==> config.mk <==
export PLATFORM = sky130hd
export DESIGN_NAME = pc_control_flat
export DESIGN_NICKNAME = d
export VERILOG_FILES = /design/src/rtl/pc_control_if.sv /design/src/rtl/pc_control.sv /design/src/flat_wrapper.sv
export SDC_FILE = /design/constraint.sdc
export NUM_CORES = 1
export LEC_CHECK = 0
export CORE_UTILIZATION = 49
export CTS_BUF_LIST = sky130_fd_sc_hd__clkbuf_4 sky130_fd_sc_hd__clkbuf_8
export DETAILED_ROUTE_END_ITERATION = 10
export GPL_ROUTABILITY_DRIVEN = 0
export PLACE_DENSITY = 0.87
export SKIP_LAST_GASP = 1
export SYNTH_ARGS = -nofsm -noshare
export SYNTH_HDL_FRONTEND = slang
export SYNTH_SLANG_ARGS = --single-unit
==> constraint.sdc <==
create_clock -name clk -period 2.6 [get_ports clk]
set_input_delay 0.26 -clock clk [delete_from_list [all_inputs] [get_ports clk]]
set_output_delay 0.26 -clock clk [all_outputs]
set_load 0.05 [all_outputs]
==> src/rtl/pc_control_if.sv <==
// Fetch-control bundle between the pipeline and pc_control.
// master = PC controller (drives fetch select/redirect), slave = pipeline side.
interface pc_control_if;
  logic        stall;
  logic [31:0] pc;
  logic        irq;
  logic        branch_taken;
  logic [31:0] branch_target;
  logic        eret;
  logic [1:0]  pc_sel;
  logic [31:0] pc_branch;
  logic        flush;
  logic [31:0] epc;
  logic        int_enable;
  logic        in_isr;

  modport master (
    input  stall, pc, irq, branch_taken, branch_target, eret,
    output pc_sel, pc_branch, flush, epc, int_enable, in_isr
  );

  modport slave (
    output stall, pc, irq, branch_taken, branch_target, eret,
    input  pc_sel, pc_branch, flush, epc, int_enable, in_isr
  );
endinterface

==> src/rtl/pc_control.sv <==
// Fetch PC select / redirect / interrupt-entry controller.
// Latency: redirect select is combinational in the request cycle; epc/in_isr/int_enable are registered.
// Backpressure: stall holds the PC; redirects and erets seen under stall are parked and replayed when stall drops.
module pc_control #(
  parameter logic INT_EN_RESET = 1'b1
) (
  input  logic         clk,
  input  logic         reset,
  pc_control_if.master bus
);

  localparam logic [1:0] ST_BOOT      = 2'd0;
  localparam logic [1:0] ST_RUN       = 2'd1;
  localparam logic [1:0] ST_IRQ_ENTRY = 2'd2;
  localparam logic [1:0] ST_ISR       = 2'd3;

  localparam logic [1:0] SEL_RESET  = 2'b00;
  localparam logic [1:0] SEL_IRQ    = 2'b01;
  localparam logic [1:0] SEL_SEQ    = 2'b10;
  localparam logic [1:0] SEL_BRANCH = 2'b11;

  logic [1:0]  state, state_nxt;
  logic        pending, pending_nxt;
  logic        pending_eret, pending_eret_nxt;
  logic [31:0] pending_target, pending_target_nxt;
  logic [31:0] epc_q, epc_nxt;
  logic        in_isr_q, in_isr_nxt;
  logic        int_en_q, int_en_nxt;

  logic [1:0]  pc_sel_c;
  logic [31:0] pc_branch_c;
  logic        flush_c;

  logic        irq_accept;
  logic        eret_valid;
  logic [31:0] pc_inc;

  assign irq_accept = (state == ST_RUN) && int_en_q && !in_isr_q && !bus.stall && bus.irq;
  assign eret_valid = (state == ST_ISR) && bus.eret;
  assign pc_inc     = bus.pc + 32'd1;

  always_comb begin
    state_nxt          = state;
    pending_nxt        = pending;
    pending_eret_nxt   = pending_eret;
    pending_target_nxt = pending_target;
    epc_nxt            = epc_q;
    in_isr_nxt         = in_isr_q;
    int_en_nxt         = int_en_q;
    pc_sel_c           = SEL_SEQ;
    pc_branch_c        = 32'h0;
    flush_c            = 1'b0;

    case (state)
      ST_BOOT: begin
        pc_sel_c  = SEL_RESET;
        state_nxt = ST_RUN;
      end

      // Hold the vector select until fetch actually takes it.
      ST_IRQ_ENTRY: begin
        pc_sel_c         = SEL_IRQ;
        pending_nxt      = 1'b0;
        pending_eret_nxt = 1'b0;
        if (!bus.stall) begin
          flush_c    = 1'b1;
          state_nxt  = ST_ISR;
          in_isr_nxt = 1'b1;
          int_en_nxt = 1'b0;
        end
      end

      default: begin
        if (bus.stall) begin
          if (eret_valid) begin
            pending_nxt        = 1'b1;
            pending_eret_nxt   = 1'b1;
            pending_target_nxt = epc_q;
          end else if (bus.branch_taken) begin
            pending_nxt        = 1'b1;
            pending_eret_nxt   = 1'b0;
            pending_target_nxt = bus.branch_target;
          end
        end else if (irq_accept) begin
          // Return address is wherever the program would have gone next.
          state_nxt        = ST_IRQ_ENTRY;
          pending_nxt      = 1'b0;
          pending_eret_nxt = 1'b0;
          if (bus.branch_taken)
            epc_nxt = bus.branch_target;
          else if (pending)
            epc_nxt = pending_target;
          else
            epc_nxt = pc_inc;
        end else if (eret_valid) begin
          pc_sel_c         = SEL_BRANCH;
          pc_branch_c      = epc_q;
          flush_c          = 1'b1;
          pending_nxt      = 1'b0;
          pending_eret_nxt = 1'b0;
          state_nxt        = ST_RUN;
          in_isr_nxt       = 1'b0;
          int_en_nxt       = 1'b1;
        end else if (bus.branch_taken) begin
          pc_sel_c         = SEL_BRANCH;
          pc_branch_c      = bus.branch_target;
          flush_c          = 1'b1;
          pending_nxt      = 1'b0;
          pending_eret_nxt = 1'b0;
        end else if (pending) begin
          pc_sel_c         = SEL_BRANCH;
          pc_branch_c      = pending_target;
          flush_c          = 1'b1;
          pending_nxt      = 1'b0;
          pending_eret_nxt = 1'b0;
          if (pending_eret && (state == ST_ISR)) begin
            state_nxt  = ST_RUN;
            in_isr_nxt = 1'b0;
            int_en_nxt = 1'b1;
          end
        end
      end
    endcase
  end

  always_ff @(posedge clk) begin
    if (reset) begin
      state          <= ST_BOOT;
      pending        <= 1'b0;
      pending_eret   <= 1'b0;
      pending_target <= 32'h0;
      epc_q          <= 32'h0;
      in_isr_q       <= 1'b0;
      int_en_q       <= INT_EN_RESET;
    end else begin
      state          <= state_nxt;
      pending        <= pending_nxt;
      pending_eret   <= pending_eret_nxt;
      pending_target <= pending_target_nxt;
      epc_q          <= epc_nxt;
      in_isr_q       <= in_isr_nxt;
      int_en_q       <= int_en_nxt;
    end
  end

  assign bus.pc_sel     = pc_sel_c;
  assign bus.pc_branch  = pc_branch_c;
  assign bus.flush      = flush_c;
  assign bus.epc        = epc_q;
  assign bus.in_isr     = in_isr_q;
  assign bus.int_enable = int_en_q;

  a_no_flush_on_stall: assert property (@(posedge clk) disable iff (reset)
    !(bus.flush && bus.stall));
  a_branch_zero_idle: assert property (@(posedge clk) disable iff (reset)
    (bus.pc_sel == SEL_BRANCH) || (bus.pc_branch == 32'h0));

endmodule

==> src/flat_wrapper.sv <==
// flat-port wrapper written by rule: the top's interface ports become plain ports
module pc_control_flat 
#(
  parameter logic INT_EN_RESET = 1'b1
)
  (clk, reset, bus_stall, bus_pc, bus_irq, bus_branch_taken, bus_branch_target, bus_eret, bus_pc_sel, bus_pc_branch, bus_flush, bus_epc, bus_int_enable, bus_in_isr);
  pc_control_if bus_i ();
  input  logic clk;
  input  logic reset;
  input wire logic [$bits(bus_i.stall)-1:0] bus_stall;
  input wire logic [$bits(bus_i.pc)-1:0] bus_pc;
  input wire logic [$bits(bus_i.irq)-1:0] bus_irq;
  input wire logic [$bits(bus_i.branch_taken)-1:0] bus_branch_taken;
  input wire logic [$bits(bus_i.branch_target)-1:0] bus_branch_target;
  input wire logic [$bits(bus_i.eret)-1:0] bus_eret;
  output wire logic [$bits(bus_i.pc_sel)-1:0] bus_pc_sel;
  output wire logic [$bits(bus_i.pc_branch)-1:0] bus_pc_branch;
  output wire logic [$bits(bus_i.flush)-1:0] bus_flush;
  output wire logic [$bits(bus_i.epc)-1:0] bus_epc;
  output wire logic [$bits(bus_i.int_enable)-1:0] bus_int_enable;
  output wire logic [$bits(bus_i.in_isr)-1:0] bus_in_isr;
  assign bus_i.stall = bus_stall;
  assign bus_i.pc = bus_pc;
  assign bus_i.irq = bus_irq;
  assign bus_i.branch_taken = bus_branch_taken;
  assign bus_i.branch_target = bus_branch_target;
  assign bus_i.eret = bus_eret;
  assign bus_pc_sel = bus_i.pc_sel;
  assign bus_pc_branch = bus_i.pc_branch;
  assign bus_flush = bus_i.flush;
  assign bus_epc = bus_i.epc;
  assign bus_int_enable = bus_i.int_enable;
  assign bus_in_isr = bus_i.in_isr;
  pc_control #(.INT_EN_RESET(INT_EN_RESET)) u_core (.clk(clk), .reset(reset), .bus(bus_i));
endmodule
==> results of run 1 <==
==> worst max-delay path, delay by kind of cell (launching register included) <==
family	cells	cell delay, ns
buffers and inverters	2	0.47
AOI/OAI and AO/OA	1	0.47
DFF	1	0.53
and+or+nand+nor	2	0.42
==> repair_timing <==
item / CTS / global route
endpoints found under the setup margin: 0 / 3
resized for setup: 0 / 3
endpoints found under the hold margin: 0 / 0
==> synthesized netlist by cell type, types with 2 or more instances <==
cell	instances	area, sq um
nor2b_1	2	12.5
nor3b_1	2	15.0
o31a_1	7	61.3
nand4_1	8	50.1
nand2b_1	2	12.5
and4_1	3	26.3
o21a_1	2	15.0
buf_6	2	22.5
mux2i_1	3	30.0
a31oi_1	8	50.1
buf_1	10	37.5
a311o_1	3	30.0
and2_1	8	50.1
nand2_1	99	372
nor4_1	9	56.3
o21ai_0	18	90.1
nor2_1	103	387
a41oi_1	2	17.5
dfxtp_1	70	1400
o211ai_1	3	22.5
a311oi_1	50	438
nor4_2	2	25.0
xor2_1	6	52.6
or4_1	2	15.0
nor3_1	7	35.0
xnor2_1	9	78.8
a21o_1	6	45.0
a211oi_1	29	218
nand3_1	11	55.1
clkbuf_1	47	176
a21boi_0	2	15.0
a21oi_1	45	225
inv_1	9	33.8
and3_1	29	181
==> state kept, by name, indices dropped and copies added (netlist names), named ones only <==
signal                 flops
u_core.bus.epc            32
u_core.bus.in_isr          1
u_core.bus.int_enable      1
u_core.pending             1
u_core.pending_eret        1
u_core.pending_target     32
u_core.state               1
==> cells by family (layout without fill, tap and decap cells) <==
kind of cell	after synthesis	after routing
flops	70	70
simple gates	294	294
compound gates	183	183
fa+ha+maj	1	1
mux	3	3
xor+xnor	15	15
buf+inv	69	190
==> path summary, 6_finish.rpt <==
| check | to | cells after the start | slack (ns) | start |
|---|---|---|---|---|
| setup / recovery | bus_pc_branch[20] | 5 | 0.09 | u_core.state[0]$_SDFFE_PP0P_ |
| hold / removal | u_core.bus.epc[13]$_SDFFE_PP0P_ | 2 | 0.39 | reset |
| setup reg to reg | u_core.bus.epc[26]$_SDFFE_PP0P_ | 5 | 0.57 | flip-flop |
| hold reg to reg | u_core.pending_target[18]$_SDFFE_PP0P_ | 2 | 0.50 | u_core.bus.epc[18]$_SDFFE_PP0P_ |
==> per-layer routing <==
layer	global-route usage	vias to the layer above	routed length, um
met3	0.0501	47	1630
met5	0	-	0
met4	0.131	0	397
met1	0.420	2611	6140
met2	0.548	377	7650
li1	-	2556	-
==> stage by stage <==
| step | total power (W) | util | hold WS (ns) | TNS [ns] | std cells |
|---|---|---|---|---|---|
| final | 0.00306 | 0.757 | 0.394 | 0 | 864 |
| after global routing | 0.00316 | 0.757 | 0.402 | 0 | 864 |
| after CTS | 0.00304 | 0.755 | 0.367 | 0 | 864 |
| after detailed placement | 0.00199 | 0.728 | 0.492 | 0 | 848 |
| after global placement | 0.00196 | 0.728 | 0.476 | 0 | 848 |
| after floorplan | 0.00162 | - | 0.389 | -2.64 | 635 |
==> power by group through the flow <==
| stage | Sequential, W | Combinational (W) | Clock (W) |
|---|---|---|---|
| CTS | 0.00119 | 0.000785 | 0.00107 |
| finish | 0.00119 | 0.000799 | 0.00107 |
| floorplan | 0.00129 | 0.000325 | 0 |
| detailed placement | 0.00121 | 0.000782 | 0 |
| global route | 0.00119 | 0.000844 | 0.00113 |
| global placement | 0.00120 | 0.000760 | 0 |
==> cell type report <==
class | count | area [sq um] | share of cell area
clock buffer | 10 | 131 | 0.0197
tap | 108 | 135 | 0.0203
clock inverter | 6 | 110 | 0.0165
timing repair buffer | 165 | 1980 | 0.297
inverter | 9 | 33.8 | 0.00507
multi-input combinational | 496 | 2870 | 0.431
sequential | 70 | 1400 | 0.210
==> results.json, run 1 <==
{
  "netSwitchingFraction": 0.311,
  "rsz0062_at_grt": "no",
  "synth_edf_count": 0,
  "first_pass_iters": 9,
  "postCtsSetupRepairBufs": 0,
  "area_growth_pct": 47.9,
  "root_buffer": "clkbuf_8",
  "cp_data_required_time_ns": 2.34,
  "arrival_ns": 2.25,
  "core-area_sq_um": 8810,
  "synth_area_per_cell_sq_um": 7.10,
  "status": "finished with violations",
  "worst_pin_slew_ns": 0.538,
  "routedWlPerCell_um": 18.3,
  "ir_drop_mv": 0.320,
  "setup_slack_ns": 0.0895,
  "drive_gt1_frac": 0.120,
  "htree_levels": 3,
  "cts_tree": "yes",
  "power.share.clock": 0.350,
  "end_kind": "output port",
  "synth_fa_ha_area_frac": 0.00278,
  "dieHeight_um": 97.9,
  "synthSimpleGateAreaFrac": 0.302,
  "synth_async_sr_flop_share": 0,
  "power_frac_seq": 0.388,
  "synth-compound-area-share": 0.287,
  "crit_chain": "nor2b_1 > nand2b_1 > buf_4 > a211oi_1 > buf_12",
  "grt_use_total": 0.327,
  "fin_crit_ns": 2.51,
  "hold_viol": 0,
  "cts.sinks": 70,
  "timing.fmax_mhz": 398,
  "max_cap_violations": 0,
  "hold_path_class": "in -> reg",
  "yosysWarnings": 0,
  "setup_viol_count_final": 0,
  "grt_pass1_vias": 5102,
  "dpl_cell_area_sq_um": 6410,
  "drc": 9,
  "dpl_worst_slack_ns": 0.0917,
  "clk_pin_slew_ns": 0.08,
  "synth-seq-cells": 70,
  "die_area_sq_um": 9590,
  "slew_viol_final": 0,
  "final_nets": 822,
  "postCtsHoldBufs": 0,
  "worst-path-max-fanout": 23,
  "ant_nets": 0,
  "io_pins": 139,
  "final_cell_mix": "103 x nor2_1, 103 x clkdlybuf4s50_1, 99 x nand2_1, 70 x dfxtp_1, 50 x a311oi_1",
  "cp_slowest_cell": "dfxtp_1",
  "cts_buffers": 9,
  "synth_top_family_by_area": "simple AND/OR/NAND/NOR gates",
  "crit_type": "reg -> out",
  "antenna_found_initial": 0,
  "routed_wirelength_um": 15800,
  "routed_via_density": 6.47,
  "cts_max_path_buffers": 2,
  "ys_types": 51,
  "start_util": 0.512,
  "p_int_w": 0.00211,
  "max_stage_delay_ns": 0.53,
  "portBuffers": 138,
  "grt_pass1_wl_um": 25300,
  "synth_cells": 635,
  "yosysSeqAreaShare": 0.311,
  "finClkSkew_ns": 0.00963,
  "slew_headroom": 0.640,
  "num_antenna_cells": 0,
  "hpwl_um": 11500,
  "synth-xor-area-share": 0.0291,
  "ys.flop_type": "dfxtp_1",
  "powerDensity_nw_per_um2": 459,
  "period_share": 0.966,
  "grt-ovfl-total": 0,
  "switchingPower_w": 0.000952,
  "start_kind": "flip-flop",
  "rows": 34,
  "vias": 5591,
  "fillCellCount": 634,
  "muxShareOfSynthArea": 0.00666,
  "drt-initial-drc-count": 544,
  "insertion_delay_ns": 0.36,
  "grt_max_degree": 43,
  "netlist_area_sq_um": 4510,
  "die_w_um": 97.9,
  "violations": "design-rule violations",
  "combPwrFrac": 0.261,
  "leakage_nw": 2.51,
  "fin_area_sq_um": 6670,
  "syn-num-nets": 706
}
No activity file was read; power rests on OpenSTA's default activity.
==> run 2, diff against run 1 <==
--- a/config.mk
+++ b/config.mk
@@ -5,11 +5,11 @@
 export SDC_FILE = /design/constraint.sdc
 export NUM_CORES = 1
 export LEC_CHECK = 0
-export CORE_UTILIZATION = 49
+export CORE_UTILIZATION = 48
 export CTS_BUF_LIST = sky130_fd_sc_hd__clkbuf_4 sky130_fd_sc_hd__clkbuf_8
 export DETAILED_ROUTE_END_ITERATION = 10
 export GPL_ROUTABILITY_DRIVEN = 0
-export PLACE_DENSITY = 0.87
+export PLACE_DENSITY = 0.86
 export SKIP_LAST_GASP = 1
 export SYNTH_ARGS = -nofsm -noshare
 export SYNTH_HDL_FRONTEND = slang
==> results.json, run 2 (synthesis gave the netlist of run 1 again) <==
{
  "start_kind": "flip-flop",
  "antenna_found_initial": 1,
  "timing.fmax_mhz": 405,
  "cts_buffers": 9,
  "netSwitchingFraction": 0.349,
  "clk_pin_slew_ns": 0.08,
  "cts_max_path_buffers": 2,
  "drive_gt1_frac": 0.118,
  "cts.sinks": 70,
  "hold_viol": 0,
  "root_buffer": "clkbuf_8",
  "portBuffers": 138,
  "setup_viol_count_final": 0,
  "slew_viol_final": 0,
  "core-area_sq_um": 8890,
  "htree_levels": 3,
  "io_pins": 139,
  "start_util": 0.507,
  "worst-path-max-fanout": 23,
  "final_cell_mix": "103 x nor2_1, 103 x clkdlybuf4s50_1, 99 x nand2_1, 70 x dfxtp_1, 50 x a311oi_1",
  "routed_via_density": 6.38,
  "period_share": 0.949,
  "cp_data_required_time_ns": 2.34,
  "ir_drop_mv": 0.245,
  "rows": 34,
  "slew_headroom": 0.608,
  "drc": 0,
  "dieHeight_um": 98.9,
  "die_w_um": 98.9,
  "end_kind": "output port",
  "leakage_nw": 2.47,
  "dpl_worst_slack_ns": 0.0993,
  "hold_path_class": "in -> reg",
  "insertion_delay_ns": 0.36,
  "powerDensity_nw_per_um2": 428,
  "final_util": 0.742,
  "arrival_ns": 2.21,
  "grt-ovfl-total": 0,
  "worst_pin_slew_ns": 0.587,
  "drt-initial-drc-count": 555,
  "cts_tree": "yes",
  "power.share.clock": 0.296,
  "ant_nets": 0,
  "holdWs_ns": 0.385,
  "cts_resized": 0,
  "fin_tns_setup_ns": 0,
  "area_growth_pct": 46.3,
  "combPwrFrac": 0.282,
  "grt_use_total": 0.319,
  "grt_pass1_vias": 5156,
  "crit_type": "reg -> out",
  "rsz0062_at_grt": "no",
  "postCtsSetupRepairBufs": 0,
  "first_pass_iters": 5,
  "grt_max_degree": 69,
  "final_nets": 821,
  "hpwl_um": 11400,
  "die_area_sq_um": 9780,
  "routedWlPerCell_um": 18.2,
  "p_int_w": 0.00184,
  "fin_crit_ns": 2.47,
  "status": "finished, final reports clean",
  "postCtsHoldBufs": 0,
  "setup_slack_ns": 0.134,
  "vias": 5504,
  "grt_pass1_wl_um": 25000,
  "power_frac_seq": 0.422,
  "finClkSkew_ns": 0.0117,
  "routed_wirelength_um": 15700,
  "num_antenna_cells": 0,
  "max_cap_violations": 0,
  "switchingPower_w": 0.000984
}
run 2: cell count changes in the layout (fill, tap and decap cells not counted):
| cell | delta |
|---|---|
| buf_4 | -1 |
| inv_6 | +1 |
| clkbuf_4 | -1 |
| clkbuf_8 | +1 |
| nor4bb_1 | +1 |
| clkinv_4 | +2 |
| nor4bb_2 | -1 |
| bufinv_16 | -3 |
run 2: metrics by stage:
stage / area [sq um] / cells / total power [W]
detailed placement: 6400 / 847 / 0.00199
floorplan: 4510 / 635 / 0.00162
global route: 6600 / 863 / 0.00291
CTS: 6590 / 863 / 0.00280
finish: 6600 / 863 / 0.00282
global placement: 6400 / 847 / 0.00197
run 2: layout make-up:
class / instances / area (sq um)
inverter: 9 / 33.8
clock buffer: 10 / 138
fill: 650 / 2300
tap: 108 / 135
clock inverter: 6 / 46.3
multi-input combinational: 496 / 2870
sequential: 70 / 1400
timing repair buffer: 164 / 1970
run 2: critical path, stage by stage (launching register included):
cell and delay, ns:
dfxtp_1 0.57, nor2b_1 0.27, nand2b_1 0.14, buf_4 0.25, a211oi_1 0.42, buf_12 0.20
run 2: per-layer routing:
layer,global-route usage,share of wire,vias up
met5,0,0,-
met4,0.129,0.030,0
met3,0.0773,0.10,54
met2,0.543,0.48,337
met1,0.386,0.39,2560
li1,-,-,2553
run 2: final timing paths:
kind                                                               end  cells past startpoint  slack [ns]                                   start
worst max-delay path                                 bus_pc_branch[19]                      5        0.13            u_core.state[0]$_SDFFE_PP0P_
worst min-delay path                    u_core.bus.epc[2]$_SDFFE_PP0P_                      2        0.39                                   reset
worst max register to register         u_core.bus.epc[28]$_SDFFE_PP0P_                      5        0.49                               flip-flop
worst min register to register  u_core.pending_target[23]$_SDFFE_PP0P_                      2        0.50  u_core.pending_target[23]$_SDFFE_PP0P_
run 2: power groups by stage:
stage / sequential, W / clock (W) / combinational (W)
6_report: 0.00119 / 0.000835 / 0.000796
5_1_grt: 0.00120 / 0.000877 / 0.000839
4_1_cts: 0.00119 / 0.000827 / 0.000783
3_5_place_dp: 0.00121 / 0 / 0.000780
3_3_place_gp: 0.00121 / 0 / 0.000759
2_1_floorplan: 0.00129 / 0 / 0.000325
